File: src/rtl/seq_player.sv
// seq_player: presents a captured pattern MSB first, each bit held ON_CYCLES then blanked for GAP_CYCLES.
module seq_player #(
    parameter int SEQ_W      = 16,
    parameter int ON_CYCLES  = 50000000,
    parameter int GAP_CYCLES = 25000000
) (
    input  logic             clk,
    input  logic             reset,
    input  logic             start,
    input  logic [SEQ_W-1:0] seq,
    input  logic [4:0]       len,
    output logic             led_valid,
    output logic             led_bit,
    output logic [3:0]       idx,
    output logic             busy,
    output logic             done
);
    localparam int MAXC = (ON_CYCLES > GAP_CYCLES) ? ON_CYCLES : GAP_CYCLES;
    localparam int TW   = (MAXC > 1) ? $clog2(MAXC) : 1;
    localparam logic [TW-1:0] ON_LAST  = TW'(ON_CYCLES - 1);
    localparam logic [TW-1:0] GAP_LAST = TW'(GAP_CYCLES - 1);

    typedef enum logic [1:0] {IDLE, SHOW, GAP, DONE} state_t;

    state_t          state, state_n;
    logic [SEQ_W-1:0] pat, pat_n;
    logic [4:0]       len_r, len_n, len_cap;
    logic [3:0]       idx_r, idx_n;
    logic [TW-1:0]    tmr, tmr_n;

    assign len_cap   = (len > 5'(SEQ_W)) ? 5'(SEQ_W) : len;
    assign led_valid = (state == SHOW);
    assign led_bit   = (state == SHOW) & pat[SEQ_W-1];
    assign idx       = idx_r;
    assign busy      = (state == SHOW) || (state == GAP);
    assign done      = (state == DONE);

    // state and datapath registers; the pattern is shifted so the shown bit is always the MSB
    always_ff @(posedge clk or negedge reset) begin
        if (!reset) begin
            state <= IDLE;
            pat   <= '0;
            len_r <= '0;
            idx_r <= '0;
            tmr   <= '0;
        end else begin
            state <= state_n;
            pat   <= pat_n;
            len_r <= len_n;
            idx_r <= idx_n;
            tmr   <= tmr_n;
        end
    end

    // next-state: capture on start, time each bit and gap, finish after the last bit without a gap
    always_comb begin
        state_n = state;
        pat_n   = pat;
        len_n   = len_r;
        idx_n   = idx_r;
        tmr_n   = tmr;
        case (state)
            IDLE: if (start) begin
                pat_n   = seq;
                len_n   = len_cap;
                idx_n   = '0;
                tmr_n   = '0;
                state_n = (len_cap == 5'd0) ? DONE : SHOW;
            end
            SHOW: begin
                tmr_n = tmr + TW'(1);
                if (tmr == ON_LAST) begin
                    tmr_n   = '0;
                    state_n = ({1'b0, idx_r} == len_r - 5'd1) ? DONE : GAP;
                end
            end
            GAP: begin
                tmr_n = tmr + TW'(1);
                if (tmr == GAP_LAST) begin
                    tmr_n   = '0;
                    idx_n   = idx_r + 4'd1;
                    pat_n   = pat << 1;
                    state_n = SHOW;
                end
            end
            DONE: begin
                idx_n   = '0;
                state_n = IDLE;
            end
            default: state_n = IDLE;
        endcase
    end
endmodule

File: config.mk
export PLATFORM = sky130hd
export DESIGN_NAME = seq_player
export DESIGN_NICKNAME = d
export VERILOG_FILES = /design/src/rtl/seq_player.sv
export SDC_FILE = /design/constraint.sdc
export NUM_CORES = 1
export LEC_CHECK = 0
export ABC_AREA = 1
export CAP_MARGIN = 10
export CELL_PAD_IN_SITES_DETAIL_PLACEMENT = 1
export CELL_PAD_IN_SITES_GLOBAL_PLACEMENT = 2
export CORE_MARGIN = 8
export CORE_UTILIZATION = 35
export CTS_CLUSTER_DIAMETER = 50
export DETAILED_ROUTE_END_ITERATION = 12
export GPL_TIMING_DRIVEN = 0
export HOLD_SLACK_MARGIN = 0.06
export MAX_ROUTING_LAYER = met4
export PLACE_DENSITY = 0.86
export SLEW_MARGIN = 20
export SYNTH_ARGS = -nofsm -noshare
export SYNTH_HDL_FRONTEND = slang
export SYNTH_SLANG_ARGS = --single-unit
File: constraint.sdc
create_clock -name clk -period 2.7 [get_ports clk]
set_input_delay 0.54 -clock clk [delete_from_list [all_inputs] [get_ports clk]]
set_output_delay 0.54 -clock clk [all_outputs]
set_load 0.05 [all_outputs]
# Word level (Yosys, flattened, before mapping)

Cells that the tools add are included.

Flip-flop bits (word level): 53
Input bits: 24
Word-level logic and storage cells: 47

Add/subtract/negate cells: 3
Order comparisons: 1
Equal/unequal tests: 9
Mux-type cells: 17
Bitwise logic cells: 1
Reduce and logical (&&, ||, !) cells: 11

Operators by type and width:

| operator                                              | number |
|---|---|
| two-way mux 26 bit                                    | 3 |
| case mux 26 bit (3 select lines)                      | 1 |
| two-way mux 16 bit                                    | 2 |
| case mux 16 bit (2 select lines)                      | 1 |
| adder 26 x 1 -> 26 bit, second input constant         | 1 |
| == test 26 x 25 -> 1 bit, second input constant       | 1 |
| == test 26 bit, second input constant                 | 1 |
| case mux 4 bit (3 select lines)                       | 1 |
| AND reduction 3 bit                                   | 3 |
| two-way mux 2 bit                                     | 4 |
| two-way mux 4 bit                                     | 2 |
| case mux 2 bit (4 select lines)                       | 1 |
| nonzero test 3 bit                                    | 2 |
| == test 4 x 5 -> 1 bit                                | 1 |
| greater-than comparator 5 bit, second input constant  | 1 |
| logical NOT 5 bit                                     | 1 |
| two-way mux 5 bit                                     | 1 |
| subtractor 5 x 1 -> 5 bit, second input constant      | 1 |
| adder 4 x 1 -> 4 bit, second input constant           | 1 |
| == test 2 bit, second input constant                  | 2 |
| inequality test 2 x 1 -> 1 bit, second input constant | 2 |
| AND reduction 2 bit                                   | 2 |
| == test 2 x 1 -> 1 bit, second input constant         | 1 |
| logical NOT 2 bit                                     | 1 |
| other kinds (5)                                       | 5 |

# Longest topological paths before layout

Word-level depth: 6
Mapped depth: 12

# Worst setup path after synthesis

Ideal clock, no wire load.

Kind: register -> register
Start: register state[0]
End: register tmr[13]
Arrival: 2.130 ns
Required time: 2.579 ns
Slack: 0.449 ns
Cell stages (with the launch flop): 9
Path buffers: 1
Clock period less this slack: 2.251 ns
Cell sequence: dfrtp_1 inv_1 ha_1 inv_1 o21ai_2 clkinv_1 a21oi_4 buf_6 nor2_1

Word-level cells in the longest chain between the ends: 3
Elaborated cells on any way between the ends: 7
Those cells by class: eq/ne: 3; mux: 1; reduce/logical: 3

Ends and longest elaborated chain:

| element                                                                      | RTL line | text |
|---|---|---|
| start, declared                                                              | 25       | `state_t state, state_n;` |
| start signal, assigned                                                       | 47       | `state <= state_n;` |
| == test 2 x 1 -> 1 bit, or another cell as far along                         | 62       | `case (state)` |
| nonzero test 3 bit (no line) / inequality test 2 bit (equally long branches) | --       |  |
| AND reduction 2 bit (no line)                                                | --       |  |
| end signal, assigned                                                         | 51       | `tmr <= tmr_n;` |
| end, declared                                                                | 29       | `logic [TW-1:0] tmr, tmr_n;` |

Parallel ways exist; a longest one is shown, timed or not.
A chain may end at the register's enable or synchronous reset.

# Worst setup path after layout

Start: register state[0]
End: output busy

Word-level cells in the longest chain between the ends: 2
Elaborated cells on any way between the ends: 3
Those cells by class: eq/ne: 2; reduce/logical: 1

Ends and longest elaborated chain:

| element                                                        | RTL line | text |
|---|---|---|
| == test 2 x 1 -> 1 bit / == test 2 bit (equally long branches) | 35       | `assign busy = (state == SHOW) \|\| (state == GAP);` |
| logical OR 1 bit *                                             | 35       |  |
| end, declared                                                  | 15       | `output logic busy,` |

Every way passes the cells marked *; elsewhere a longest branch is shown, timed or not.

==> flow_summary_export.csv <==
group,metric,value,unit
drt,met3_length,122,µm
floorplan,coreArea,8720,µm²
critical_path,critical_path.max_fanout,5,
cts,cts_tree,"done",
critical_path,cp.required,2.16,ns
cells_and_area,final_cells,568,
drt,via_per_inst,4.93,
floorplan,dieArea,12300,µm²
cells_and_area,diodes,0,
power,leakage,1.65,nW
synthesis,synthTopCellsByArea,"dfrtp_1, nand2_1, nor2_1, inv_1, mux2i_1",
synthesis,yosysMostFrequentCell,"nand2_1",
global_route,grt_pass1_wl,14900,µm
synthesis,yosysTopAreaCell,"dfrtp_1",
synthesis,synth_edf_count,0,
power,power.internal,0.00168,W
drt,ant_nets,0,
placement,place.gp.congestion,0.781,
floorplan,start_util,0.362,
timing,fin_skew,0.00673,ns
timing,clock.fmax,0.381,GHz
global_route,grt_pass1_vias,3030,
drt,routed-wl-met2,4140,µm
global_route,grt_start_max_net_pins,28,
cts,clock-sinks,53,
synthesis,synth_cell_types,33,
timing,period_minus_slack,2.62,ns
job,drv_cap,0,
global_route,grt.total_usage,0.148,
synthesis,netlist_area,3150,µm²
cells_and_area,syn2layout_area_growth,17.5,%
timing,tightest_slew,0.724,ns
floorplan,die_w,111,µm
synthesis,ys_ff_latch,53,
timing,fin_hold_ws,0.138,ns
cts,clock_insertion_delay_worst_skew,0.31,ns
global_route,grt_antenna_before_repair,0,
critical_path,critical_path_class,"reg -> out",
synthesis,syn_inst,421,
drt,drt_iter0_markers,107,
synthesis,ys_seq_area_frac,0.420,
timing,rsz0062_at_grt,"no",
cts,cts.htree.levels,2,
cts,cts_buffers,5,
placement,dp.cells,561,
timing,setup_viol_count_final,0,
power,p_sw,0.00141,W
cts,clk_path_buf_depth,2,
floorplan,chipHeight,111,µm
floorplan,fp-row-count,34,
timing,hold_viol,0,
power,cellPowerDensity,835,nW/µm²
drt,dr.max_layer_used,"met4",
synthesis,syn_nets,452,
floorplan,pin_count,32,
placement,port_buffers,31,
synthesis,async_reset_ff_frac,1.00,
synthesis,syn-mean-instance-area,7.49,µm²
cells_and_area,nets,491,
timing,slew_headroom,0.518,
timing,period_share,0.971,
power,combinationalPowerShare,0.480,
drt,drt_pass1_iterations,4,
cells_and_area,fin_util,0.425,
worst_hold_path,min_path_type,"in -> async",
power,swShare,0.457,
cells_and_area,final_layout_size_suffix_gt1_frac,0.0587,
critical_path,arrival,2.08,ns
drt,drc,0,
power,clock_power_share,0.153,
placement,dp_hpwl,6580,µm
synthesis,synthFlopType,"dfrtp_1",
synthesis,ys_warn_count,0,
power,finalPower,0.00309,W
drt,via_count,2802,
power,ir_worst_vdd,294,µV
timing,slew_viol_final,0,
cts,cts_root_buffer,"clkbuf_8",
drt,drt-wirelength-per-cell,14.9,µm
power,p_seq_frac,0.367,
critical_path,endpoint_kind,"primary output",
outcome,status,"finished, final reports clean",
drt,met1_length,4110,µm
global_route,grt_overflow_total,0,
cts,path_clk_slew,0.10,ns
critical_path,startpoint_type,"flip-flop",
synthesis,ys_top_cells_by_count,"nand2_1, nor2_1, dfrtp_1",
synthesis,synth_top_cell_area_share,0.420,
drt,drt-total-wl,8460,µm
cts,post-cts-setup-buffers,0,
[final timing paths]
path / start / endpoint / slack (ns) / depth (start not counted)
max in group asynchronous: reset / state[0] / 2.09 / 2
min in group clk: pat[7] / pat[7] / 0.49 / 2
worst min register to register: pat[7] / pat[7] / 0.49 / 2
worst min-delay path: reset / tmr[12] / 0.14 / 1
worst max-delay path: state[0] / busy / 0.08 / 3
worst max register to register: state[0] / tmr[16] / 0.23 / 8
[critical path, cell delays in order (launching register included)]
cell	delay (ns)
dfrtp_1	0.44
inv_1	0.11
ha_1	0.39
clkdlybuf4s50_1	0.84
[cell families (layout without fill, tap and decap cells)]
family                     after synthesis  in the layout  synth area share
muxes                                   15             15            0.0476
DFF                                     53             53             0.420
adders and majority gates                7              7            0.0278
buffers and inverters                   50             89            0.0627
xor gates and xnor gates                19             19            0.0528
AOI/OAI and AO/OA                       39             39            0.0698
and+or+nand+nor                        238            238             0.319
[through the flow]
step                      setup TNS (ns)  setup WS [ns]  cell area [µm²]
final                                  0         0.0783             3700
after floorplan                        0          0.449             3150
after detailed placement               0          0.163             3620
after global routing                   0        0.00189             3700
after global placement            -39.46         -0.747             3600
after CTS                              0         0.0629             3700
[power groups by stage]
stage	registers, W	clock network [W]	logic [W]
after floorplan	0.00114	0	0.00105
after global placement	0.00114	0	0.00148
after detailed placement	0.00115	0	0.00152
after CTS	0.00114	0.000496	0.00153
after global routing	0.00116	0.000519	0.00170
final	0.00113	0.000473	0.00149
[routing by layer]
| layer | vias up | global-route usage |
|---|---|---|
| li1 | 1409 | - |
| met3 | 6 | 0.0200 |
| met5 | - | - |
| met4 | 0 | 0.0378 |
| met1 | 1368 | 0.188 |
| met2 | 19 | 0.241 |
[cell type report]
class | instances | area, µm²
well taps | 108 | 135
flip-flops and latches | 53 | 1330
clock buffers | 7 | 86.3
fillers | 1085 | 5020
repair buffers | 32 | 329
inverters | 42 | 158
plain buffers | 8 | 40.0
multi-input cells | 318 | 1630
[repair_timing]
action	CTS	global route
gates resized for setup	1	1
endpoints found under the setup margin	1	1
hold buffers	0	0
[cells in the final DEF, fill, tap and decap left out, drive strengths merged]
| cell type | synthesis | layout |
|---|---|---|
| or2 | 1 | 1 |
| dlygate4sd2 | 0 | 1 |
| clkbuf | 4 | 11 |
| xor2 | 14 | 14 |
| nor3 | 3 | 3 |
| a22oi | 1 | 1 |
| a21o | 1 | 1 |
| a31oi | 2 | 2 |
| buf | 4 | 6 |
| clkdlybuf4s50 | 0 | 28 |
| clkinv | 1 | 1 |
| nor4 | 1 | 1 |
| nand3 | 28 | 28 |
| inv | 41 | 41 |
| nand2 | 130 | 130 |
| xnor2 | 5 | 5 |
| nor2 | 64 | 64 |
| nand3b | 1 | 1 |
| a21oi | 4 | 4 |
| o21bai | 1 | 1 |
| o21ai | 30 | 30 |
| dlymetal6s2s | 0 | 1 |
| mux2i | 15 | 15 |
| dfrtp | 53 | 53 |
| ha | 7 | 7 |
| nand4 | 10 | 10 |
[flip-flops by register name, summed over array words and instances (netlist names)]
register,flops
tmr,26
pat,16
state,2
idx,4
len_r,5
Power figures use the tool's default switching activity.
